==> config.mk <==
export PLATFORM = sky130hd
export DESIGN_NAME = schematic_ctrl_fsm
export DESIGN_NICKNAME = d
export VERILOG_FILES = /design/src/rtl/schematic_ctrl_fsm_pkg.sv /design/src/rtl/schematic_ctrl_fsm_int_capture.sv /design/src/rtl/schematic_ctrl_fsm.sv
export SDC_FILE = /design/constraint.sdc
export NUM_CORES = 1
export LEC_CHECK = 0
export ABC_AREA = 1
export BUFFER_PORTS_ARGS = -buffer_cell sky130_fd_sc_hd__buf_4
export CORE_MARGIN = 2
export CORE_UTILIZATION = 42
export CTS_CLUSTER_SIZE = 20
export DETAILED_ROUTE_END_ITERATION = 8
export PLACE_DENSITY_LB_ADDON = 0.08
export SETUP_SLACK_MARGIN = 0.02
export SLEW_MARGIN = 5
export SYNTH_ARGS = -nofsm -noshare
export SYNTH_HDL_FRONTEND = slang
export SYNTH_HIERARCHICAL = 1
export SYNTH_SLANG_ARGS = --single-unit
==> constraint.sdc <==
create_clock -name CLK -period 1.4 [get_ports CLK]
set_clock_uncertainty 0.05 [all_clocks]
set_input_delay 0.14 -clock CLK [delete_from_list [all_inputs] [get_ports CLK]]
set_output_delay 0.14 -clock CLK [all_outputs]
set_load 0.005 [all_outputs]
==> src/rtl/schematic_ctrl_fsm_pkg.sv <==
// ============================================================================
// Module   : ctrl_pkg
// Brief    : Shared state encoding, opcodes, select codes and vector select
//            for the schematic_ctrl_fsm multi-cycle control unit.
// Revision : 1.0
// ============================================================================
`default_nettype none

package ctrl_pkg;

    typedef enum logic [4:0] {
        S_FETCH    = 5'd0,
        S_DECODE   = 5'd1,
        S_EXEC_R   = 5'd2,
        S_RWB      = 5'd3,
        S_EXEC_I   = 5'd4,
        S_IWB      = 5'd5,
        S_ADDR     = 5'd6,
        S_MEMRD    = 5'd7,
        S_LWB      = 5'd8,
        S_MEMWR    = 5'd9,
        S_BEQ      = 5'd10,
        S_BNE      = 5'd11,
        S_JUMP     = 5'd12,
        S_JAL      = 5'd13,
        S_JR       = 5'd14,
        S_LUI      = 5'd15,
        S_IRET     = 5'd16,
        S_INT_SAVE = 5'd17,
        S_INT_JUMP = 5'd18
    } state_t;

    localparam logic [3:0] OP_ADDI = 4'd4;
    localparam logic [3:0] OP_LW   = 4'd5;
    localparam logic [3:0] OP_SW   = 4'd6;
    localparam logic [3:0] OP_BEQ  = 4'd7;
    localparam logic [3:0] OP_BNE  = 4'd8;
    localparam logic [3:0] OP_J    = 4'd9;
    localparam logic [3:0] OP_JAL  = 4'd10;
    localparam logic [3:0] OP_JR   = 4'd11;
    localparam logic [3:0] OP_LUI  = 4'd12;
    localparam logic [3:0] OP_IRET = 4'd13;
    localparam logic [3:0] OP_TRAP = 4'd14;

    localparam logic [3:0] ALU_ADD   = 4'd0;
    localparam logic [3:0] ALU_SUB   = 4'd1;
    localparam logic [3:0] ALU_AND   = 4'd2;
    localparam logic [3:0] ALU_OR    = 4'd3;
    localparam logic [3:0] ALU_SLT   = 4'd4;
    localparam logic [3:0] ALU_PASSB = 4'd5;

    localparam logic [2:0] PC_ALU    = 3'd0;
    localparam logic [2:0] PC_ALUOUT = 3'd1;
    localparam logic [2:0] PC_JUMP   = 3'd2;
    localparam logic [2:0] PC_VEC    = 3'd3;
    localparam logic [2:0] PC_EPC    = 3'd4;
    localparam logic [2:0] PC_REGA   = 3'd5;

    localparam logic [1:0] WD_ALUOUT = 2'd0;
    localparam logic [1:0] WD_MDR    = 2'd1;
    localparam logic [1:0] WD_PC     = 2'd2;
    localparam logic [1:0] WD_IMM8   = 2'd3;

    localparam logic [2:0] VEC_SEL = PC_VEC;
    localparam int         NUM_HWI = 8;

    // Opcodes 0-3 are all R-type; the low two bits become the ALU op.
    function automatic state_t dispatch(input logic [3:0] op);
        case (op)
            4'd0, 4'd1, 4'd2, 4'd3: return S_EXEC_R;
            OP_ADDI:                return S_EXEC_I;
            OP_LW, OP_SW:           return S_ADDR;
            OP_BEQ:                 return S_BEQ;
            OP_BNE:                 return S_BNE;
            OP_J:                   return S_JUMP;
            OP_JAL:                 return S_JAL;
            OP_JR:                  return S_JR;
            OP_LUI:                 return S_LUI;
            OP_IRET:                return S_IRET;
            OP_TRAP:                return S_INT_SAVE;
            default:                return S_FETCH;
        endcase
    endfunction

endpackage

`default_nettype wire

==> src/rtl/schematic_ctrl_fsm_int_capture.sv <==
// ============================================================================
// Module   : int_capture
// Brief    : Interrupt front end: edge detect, pending capture, cause latch
//            and in-service flag. Hardware path enabled by CTRL_HW_INT_EN.
// Revision : 1.0
// ============================================================================
`default_nettype none

module int_capture #(
    parameter int NUM_HWI = 8
) (
    input  logic               clk,
    input  logic               rst,
    input  logic [NUM_HWI-1:0] i_hwInt,
    input  logic               i_save,
    input  logic               i_iret,
    output logic [NUM_HWI-1:0] o_pending,
    output logic [NUM_HWI-1:0] o_flipped,
    output logic               o_inService
);

    logic [NUM_HWI-1:0] r_flipped;
    logic               r_inService;

`ifdef CTRL_HW_INT_EN
    logic [NUM_HWI-1:0] r_hwQ;
    logic [NUM_HWI-1:0] r_pending;
    logic [NUM_HWI-1:0] w_edge;

    assign w_edge = i_hwInt & ~r_hwQ;

    // A rising edge in the save cycle survives the clear.
    always_ff @(posedge clk) begin
        if (rst) begin
            r_hwQ     <= '0;
            r_pending <= '0;
        end else begin
            r_hwQ     <= i_hwInt;
            r_pending <= i_save ? w_edge : (r_pending | w_edge);
        end
    end

    assign o_pending = r_pending;
`else
    logic w_unusedHw;
    assign w_unusedHw = ^i_hwInt;
    assign o_pending  = '0;
`endif

    always_ff @(posedge clk) begin
        if (rst) begin
            r_flipped   <= '0;
            r_inService <= 1'b0;
        end else if (i_save) begin
            r_flipped   <= o_pending;
            r_inService <= 1'b1;
        end else if (i_iret) begin
            r_inService <= 1'b0;
        end
    end

    assign o_flipped   = r_flipped;
    assign o_inService = r_inService;

endmodule

`default_nettype wire

==> src/rtl/schematic_ctrl_fsm.sv <==
// ============================================================================
// Module   : schematic_ctrl_fsm
// Brief    : Multi-cycle Moore control unit for the 16-bit processor with
//            interrupt sequencing. Hardware interrupts need CTRL_HW_INT_EN.
// Revision : 1.0
// ============================================================================
`default_nettype none

module schematic_ctrl_fsm
    import ctrl_pkg::*;
(
    input  logic               CLK,
    input  logic               Reset,
    input  logic [3:0]         Opcode,
    input  logic               InterruptIn,
    input  logic [NUM_HWI-1:0] HardwareInterrupt,
    output logic [4:0]         next_state,
    output logic [4:0]         current_state,
    output logic [3:0]         ALUOp,
    output logic               ALUSrcA,
    output logic [1:0]         ALUSrcB,
    output logic               SignExt,
    output logic               MemRead,
    output logic               MemWrite,
    output logic [2:0]         IorD,
    output logic [1:0]         MemWriteData,
    output logic               IRegWrite,
    output logic               GRegWrite,
    output logic [1:0]         WriteAddr,
    output logic [1:0]         WriteData,
    output logic               PCWrite,
    output logic               PCWriteBeq,
    output logic               PCWriteBne,
    output logic [2:0]         PCData,
    output logic               EPCWrite,
    output logic               InterruptWrite,
    output logic               FlippedWrite,
    output logic               InterruptTrue,
    output logic [NUM_HWI-1:0] Flipped
);

    state_t             r_state;
    state_t             w_next;
    logic [NUM_HWI-1:0] w_pending;
    logic               w_inService;
    logic               w_intTrue;

    int_capture #(.NUM_HWI(NUM_HWI)) u_intCapture (
        .clk         (CLK),
        .rst         (Reset),
        .i_hwInt     (HardwareInterrupt),
        .i_save      (r_state == S_INT_SAVE),
        .i_iret      (r_state == S_IRET),
        .o_pending   (w_pending),
        .o_flipped   (Flipped),
        .o_inService (w_inService)
    );

`ifdef CTRL_HW_INT_EN
    assign w_intTrue = InterruptIn & ~w_inService & (|w_pending);
`else
    logic w_unusedInt;
    assign w_unusedInt = InterruptIn ^ w_inService ^ (|w_pending);
    assign w_intTrue   = 1'b0;
`endif

    always_ff @(posedge CLK) begin
        if (Reset) r_state <= S_FETCH;
        else       r_state <= w_next;
    end

    always_comb begin
        w_next         = S_FETCH;
        ALUOp          = ALU_ADD;
        ALUSrcA        = 1'b0;
        ALUSrcB        = 2'd0;
        SignExt        = 1'b0;
        MemRead        = 1'b0;
        MemWrite       = 1'b0;
        IorD           = 3'd0;
        MemWriteData   = 2'd0;
        IRegWrite      = 1'b0;
        GRegWrite      = 1'b0;
        WriteAddr      = 2'd0;
        WriteData      = WD_ALUOUT;
        PCWrite        = 1'b0;
        PCWriteBeq     = 1'b0;
        PCWriteBne     = 1'b0;
        PCData         = PC_ALU;
        EPCWrite       = 1'b0;
        InterruptWrite = 1'b0;
        FlippedWrite   = 1'b0;
        case (r_state)
            // Only Mealy term: a pending interrupt suppresses the fetch.
            S_FETCH: begin
                MemRead   = ~w_intTrue;
                IRegWrite = ~w_intTrue;
                PCWrite   = ~w_intTrue;
                ALUSrcB   = 2'd1;
                w_next    = w_intTrue ? S_INT_SAVE : S_DECODE;
            end
            S_DECODE: begin
                ALUSrcB = 2'd3;
                SignExt = 1'b1;
                w_next  = dispatch(Opcode);
            end
            S_EXEC_R: begin
                ALUSrcA = 1'b1;
                ALUOp   = {2'b00, Opcode[1:0]};
                w_next  = S_RWB;
            end
            S_RWB: GRegWrite = 1'b1;
            S_EXEC_I, S_ADDR: begin
                ALUSrcA = 1'b1;
                ALUSrcB = 2'd2;
                SignExt = 1'b1;
                if (r_state == S_EXEC_I) w_next = S_IWB;
                else                     w_next = (Opcode == OP_LW) ? S_MEMRD : S_MEMWR;
            end
            S_IWB: begin
                GRegWrite = 1'b1;
                WriteAddr = 2'd1;
            end
            S_MEMRD: begin
                MemRead = 1'b1;
                IorD    = 3'd1;
                w_next  = S_LWB;
            end
            S_LWB: begin
                GRegWrite = 1'b1;
                WriteAddr = 2'd1;
                WriteData = WD_MDR;
            end
            S_MEMWR: begin
                MemWrite = 1'b1;
                IorD     = 3'd1;
            end
            S_BEQ, S_BNE: begin
                ALUSrcA    = 1'b1;
                ALUOp      = ALU_SUB;
                PCWriteBeq = (r_state == S_BEQ);
                PCWriteBne = (r_state == S_BNE);
                PCData     = PC_ALUOUT;
            end
            S_JUMP: begin
                PCWrite = 1'b1;
                PCData  = PC_JUMP;
            end
            S_JAL: begin
                GRegWrite = 1'b1;
                WriteAddr = 2'd2;
                WriteData = WD_PC;
                PCWrite   = 1'b1;
                PCData    = PC_JUMP;
            end
            S_JR: begin
                PCWrite = 1'b1;
                PCData  = PC_REGA;
            end
            S_LUI: begin
                GRegWrite = 1'b1;
                WriteAddr = 2'd1;
                WriteData = WD_IMM8;
            end
            S_IRET: begin
                PCWrite = 1'b1;
                PCData  = PC_EPC;
            end
            S_INT_SAVE: begin
                EPCWrite       = 1'b1;
                InterruptWrite = 1'b1;
                FlippedWrite   = 1'b1;
                w_next         = S_INT_JUMP;
            end
            S_INT_JUMP: begin
                PCWrite = 1'b1;
                PCData  = VEC_SEL;
            end
            default: ;
        endcase
    end

    assign next_state    = w_next;
    assign current_state = r_state;
    assign InterruptTrue = w_intTrue;

endmodule

`default_nettype wire

Word-level counts from Yosys, hierarchy flattened
Memories as Yosys holds them, arrays and structs flattened.
Index checks and enable logic that the tools add are counted.

cells by class
  add/subtract/negate cells = 0
  multiply operators = 0
  divide/modulo/power cells = 0
  order comparisons = 0
  eq/ne operators = 19
  shift-type cells = 0
  mux-type cells = 19
  bitwise gates (word level) = 0
  reduce and logical (&&, ||, !) cells = 11

operator list
  cell                                                             count
  5-bit by 4-bit == test with 1-bit output, second input constant  8
  5-bit case mux with 6 select lines                               1
  5-bit by 3-bit == test with 1-bit output, second input constant  4
  5-bit == test, second input constant                             3
  3-bit case mux with 5 select lines                               1
  2-bit case mux with 3 select lines                               2
  1-bit 2-to-1 mux                                                 11
  5-bit by 2-bit == test with 1-bit output, second input constant  2
  2-bit OR reduction                                               5
  5-bit OR reduction                                               2
  4-bit 2-to-1 mux                                                 2
  2-bit case mux with 2 select lines                               2
  3-bit OR reduction                                               2
  6-bit OR reduction                                               1
  5-bit by 1-bit == test with 1-bit output, second input constant  1
  5-bit zero test                                                  1
  4-bit by 3-bit == test with 1-bit output, second input constant  1

storage, ports and cells
  register bits = 5
  bits in latches = 0
  RAM bits = 0
  ROM bits = 80
  bits of input ports = 15
  output and inout port bits = 49
  logic and storage cells = 51
  memories kept = 1

memories
  name              words  bits a word  rd ports  clocked after memory_dff  wr ports  RTL line                      source
  (name not given)  16     5            1         0                         0         schematic_ctrl_fsm_pkg.sv:69  case (op)

Logic depth before layout (Yosys ltp)
  depth after elaboration = 4
  mapped depth = 8
  depth with buffers taken out = 8

Hierarchy
Netlist, hierarchy kept.

modules (own cells, without submodules)
  module              instances  cells each  area each (um2)  seq. area each (um2)
  schematic_ctrl_fsm  1          135         789.5            100.1
  int_capture         1          22          163.9            20.0

Least setup slack after synthesis
Ideal clock, no wire load.

  kind = reg-to-output
  start point = register r_state[2], in the netlist current_state[2]
  end point = output next_state[1]
  data arrival time = 1.043 ns
  slack = 0.167 ns
  stages on the path, launching flop included = 8
  cells stage by stage = dfxtp_1 > nor2_4 > nand2_1 > nor2_2 > nor2_1 > nand2_1 > nor2_2 > inv_1

between the ends
  cells in the longest elaborated chain, start to end = 3

RTL lines
  item                                                                RTL line                                             source
  from (decl)                                                         schematic_ctrl_fsm.sv:42                             state_t r_state;
  from (signal assigned)                                              schematic_ctrl_fsm.sv:69                             else r_state <= w_next;
  5-bit by 3-bit == test with 1-bit output, on equally long branches  schematic_ctrl_fsm.sv:93, schematic_ctrl_fsm.sv:117
  4-bit 2-to-1 mux / 2-bit OR reduction (equally long branches)       --
  5-bit case mux with 6 select lines (*)                              schematic_ctrl_fsm.sv:93                             case (r_state)
  to (decl)                                                           schematic_ctrl_fsm.sv:17                             output logic [4:0] next_state,

Mark *: on every way between the ends. The rest lies on a longest branch, timed or not.

Worst setup path in the final report
  start point = register r_state[2], in the netlist current_state[2]
  end point = output next_state[0]

Same word-level chain as after synthesis.

==> impl_metrics.toml <==
[power_and_ir_drop]
seqPwrFrac_pct = 12.7
max-vdd-ir-drop_v = 0.00108
power_density_nw_per_um2 = 1590
swShare_pct = 46.3
power_leakage_uw = 0.000820
clkPwrFrac_pct = 7.1
pwr-share-comb_pct = 80.2
power_switching_uw = 1080
intPower_uw = 1260
fin_total_pwr_uw = 2340

[route]
ant_nets = 0
routed_wl_mm = 2.52
wl_per_cell_um = 11.3
num_vias = 1056
via_per_inst = 4.74
dr.pass1.iters = 4
drc = 0
drtIter0Drc = 21

[status]
violations = "setup timing"
outcome = "finished, violations left"

[sta]
period_minus_slack_ns = 1.60
finalSetupViolations = 25
worst_slack_ns = -0.203
fmax_mhz = 624
slew_viol_final = 0
finalSetupTns_ns = -2.43
finalHoldWorstSlack_ns = 0.0344
rsz0062_at_grt = "yes"
finalHoldViolations = 0
finalCritPeriodShare_pct = 114

[die]
fp.dieH_um = 49.0
rows = 16
start_util_pct = 43.8
coreArea_um2 = 1940
die-area_um2 = 2400
num_io_pins = 64
die_w_um = 49.0

[worst_setup_path]
critical_path_class = "reg2out"
path_buf_inv = 3
critPathMaxFanout = 6
path_cells = "nor2_4, buf_12, nand4_4, nand3_2, nor2_2, inv_1, buf_4"
end_kind = "output port"
crit_family = "simple AND/OR/NAND/NOR gates"
cpPeakStageDelay_ns = 0.38
slowest_stage = "dfxtp_4"
cp-start-kind = "flop"
crit_arrival_ns = 1.41
worst_ep_required_time_ns = 1.21

[clocking]
cts_root_buf = "clkbuf_4"
cts_tree = "yes"
cts.sink_count = 5
cts.clk_slew.worst_paths_ns = 0.04
cts_hold_buffers = 0
htreeDepth = 1
clk_latency_ns = 0.24
cts_made_buffers = 3
clockBufferDepth = 2

[layout]
final_util_pct = 76.0
multi_input_area_um2 = 728
nNetsFinal = 218
fillers = 154
largest_register_ffs = 5
final_cell_count_no_fill = 223
most-common-layout-cells = "buf_4 (42), nand2_1 (18), inv_1 (15), conb_1 (15), buf_6 (12)"
synthToLayoutAreaGrowth_pct = 73.8
layout_commonest_cell = "buf_4"
seq_area_um2 = 116
drive_gt1_share_pct = 56.6
diodes = 0

[grt]
grt_pass1_vias = 862
grt_max_degree = 12
antenna_found_initial = 0
gr-total-overflow = 0
grt_use_total_pct = 18.5
grt_first_pass_wirelength_mm = 3.59

[place]
place_congestion = 0.822
post-place-cells = 211
post-dp-hpwl_mm = 1.74
numPortBuffers = 39

[job]
drv_cap = 0

[synth]
synthCells = 143
syn_area_um2 = 850
yosys_warnings = 6
syn_area_per_cell_um2 = 5.94

[worst_hold_path]
hp-class = "in2reg"
==> power by group through the flow <==
stage | clock (uW) | sequential (uW) | combinational [uW]
after floorplan | 0 | 232 | 680
after global placement | 0 | 246 | 1310
after detailed placement | 0 | 247 | 1320
after CTS | 168 | 283 | 1580
after global routing | 181 | 304 | 2020
final | 166 | 297 | 1880
==> worst reg2reg max path, stage by stage (launching register included) <==
cell and delay, ns:
dfxtp_4 0.38, nor2_4 0.22, buf_12 0.15, nand4_4 0.11, nand3_2 0.11, nor2_2 0.04
buf_4 0.13, nor2_1 0.08
==> repair_timing <==
item                       4_1_cts  5_1_grt
resized for setup               31       41
setup buffers                    8        2
setup endpoints to repair       28       31
pin swaps                        8       10
==> routing by layer <==
layer | vias to the layer above | wire [um] | track usage [%]
met1 | 489 | 996 | 22.6
li1 | 524 | - | -
met3 | 0 | 120 | 3.07
met2 | 43 | 1400 | 34.2
met4 | 0 | 0 | 2.86
met5 | - | 0 | 0
==> area by class of cell <==
cell class                 instances  share of cell area [%]
clock buffer                       4                    1.78
inverter                          23                    6.86
multi-input combinational        109                    49.3
sequential                         5                    7.88
tap                               27                    2.29
timing repair buffer              55                    31.9
==> worst paths after layout <==
check / endpoint / slack, ns / cells after the start / from
setup / recovery: next_state[0] / -0.20 / 7 / current_state[2]$_SDFF_PP0_
hold / removal: current_state[2]$_SDFF_PP0_ / 0.03 / 2 / Reset
setup reg to reg: current_state[0]$_SDFF_PP0_ / 0.05 / 7 / current_state[2]$_SDFF_PP0_
hold reg to reg: current_state[4]$_SDFF_PP0_ / 0.59 / 2 / current_state[4]$_SDFF_PP0_
==> through the flow <==
step / worst slack (ns) / cell area (um^2)
final: -0.203 / 1480
after floorplan: 0.189 / 898
after global routing: -0.262 / 1480
after global placement: 0.0255 / 1140
after detailed placement: 0.0133 / 1140
after CTS: -0.121 / 1310
(Power assumes the default switching activity.)
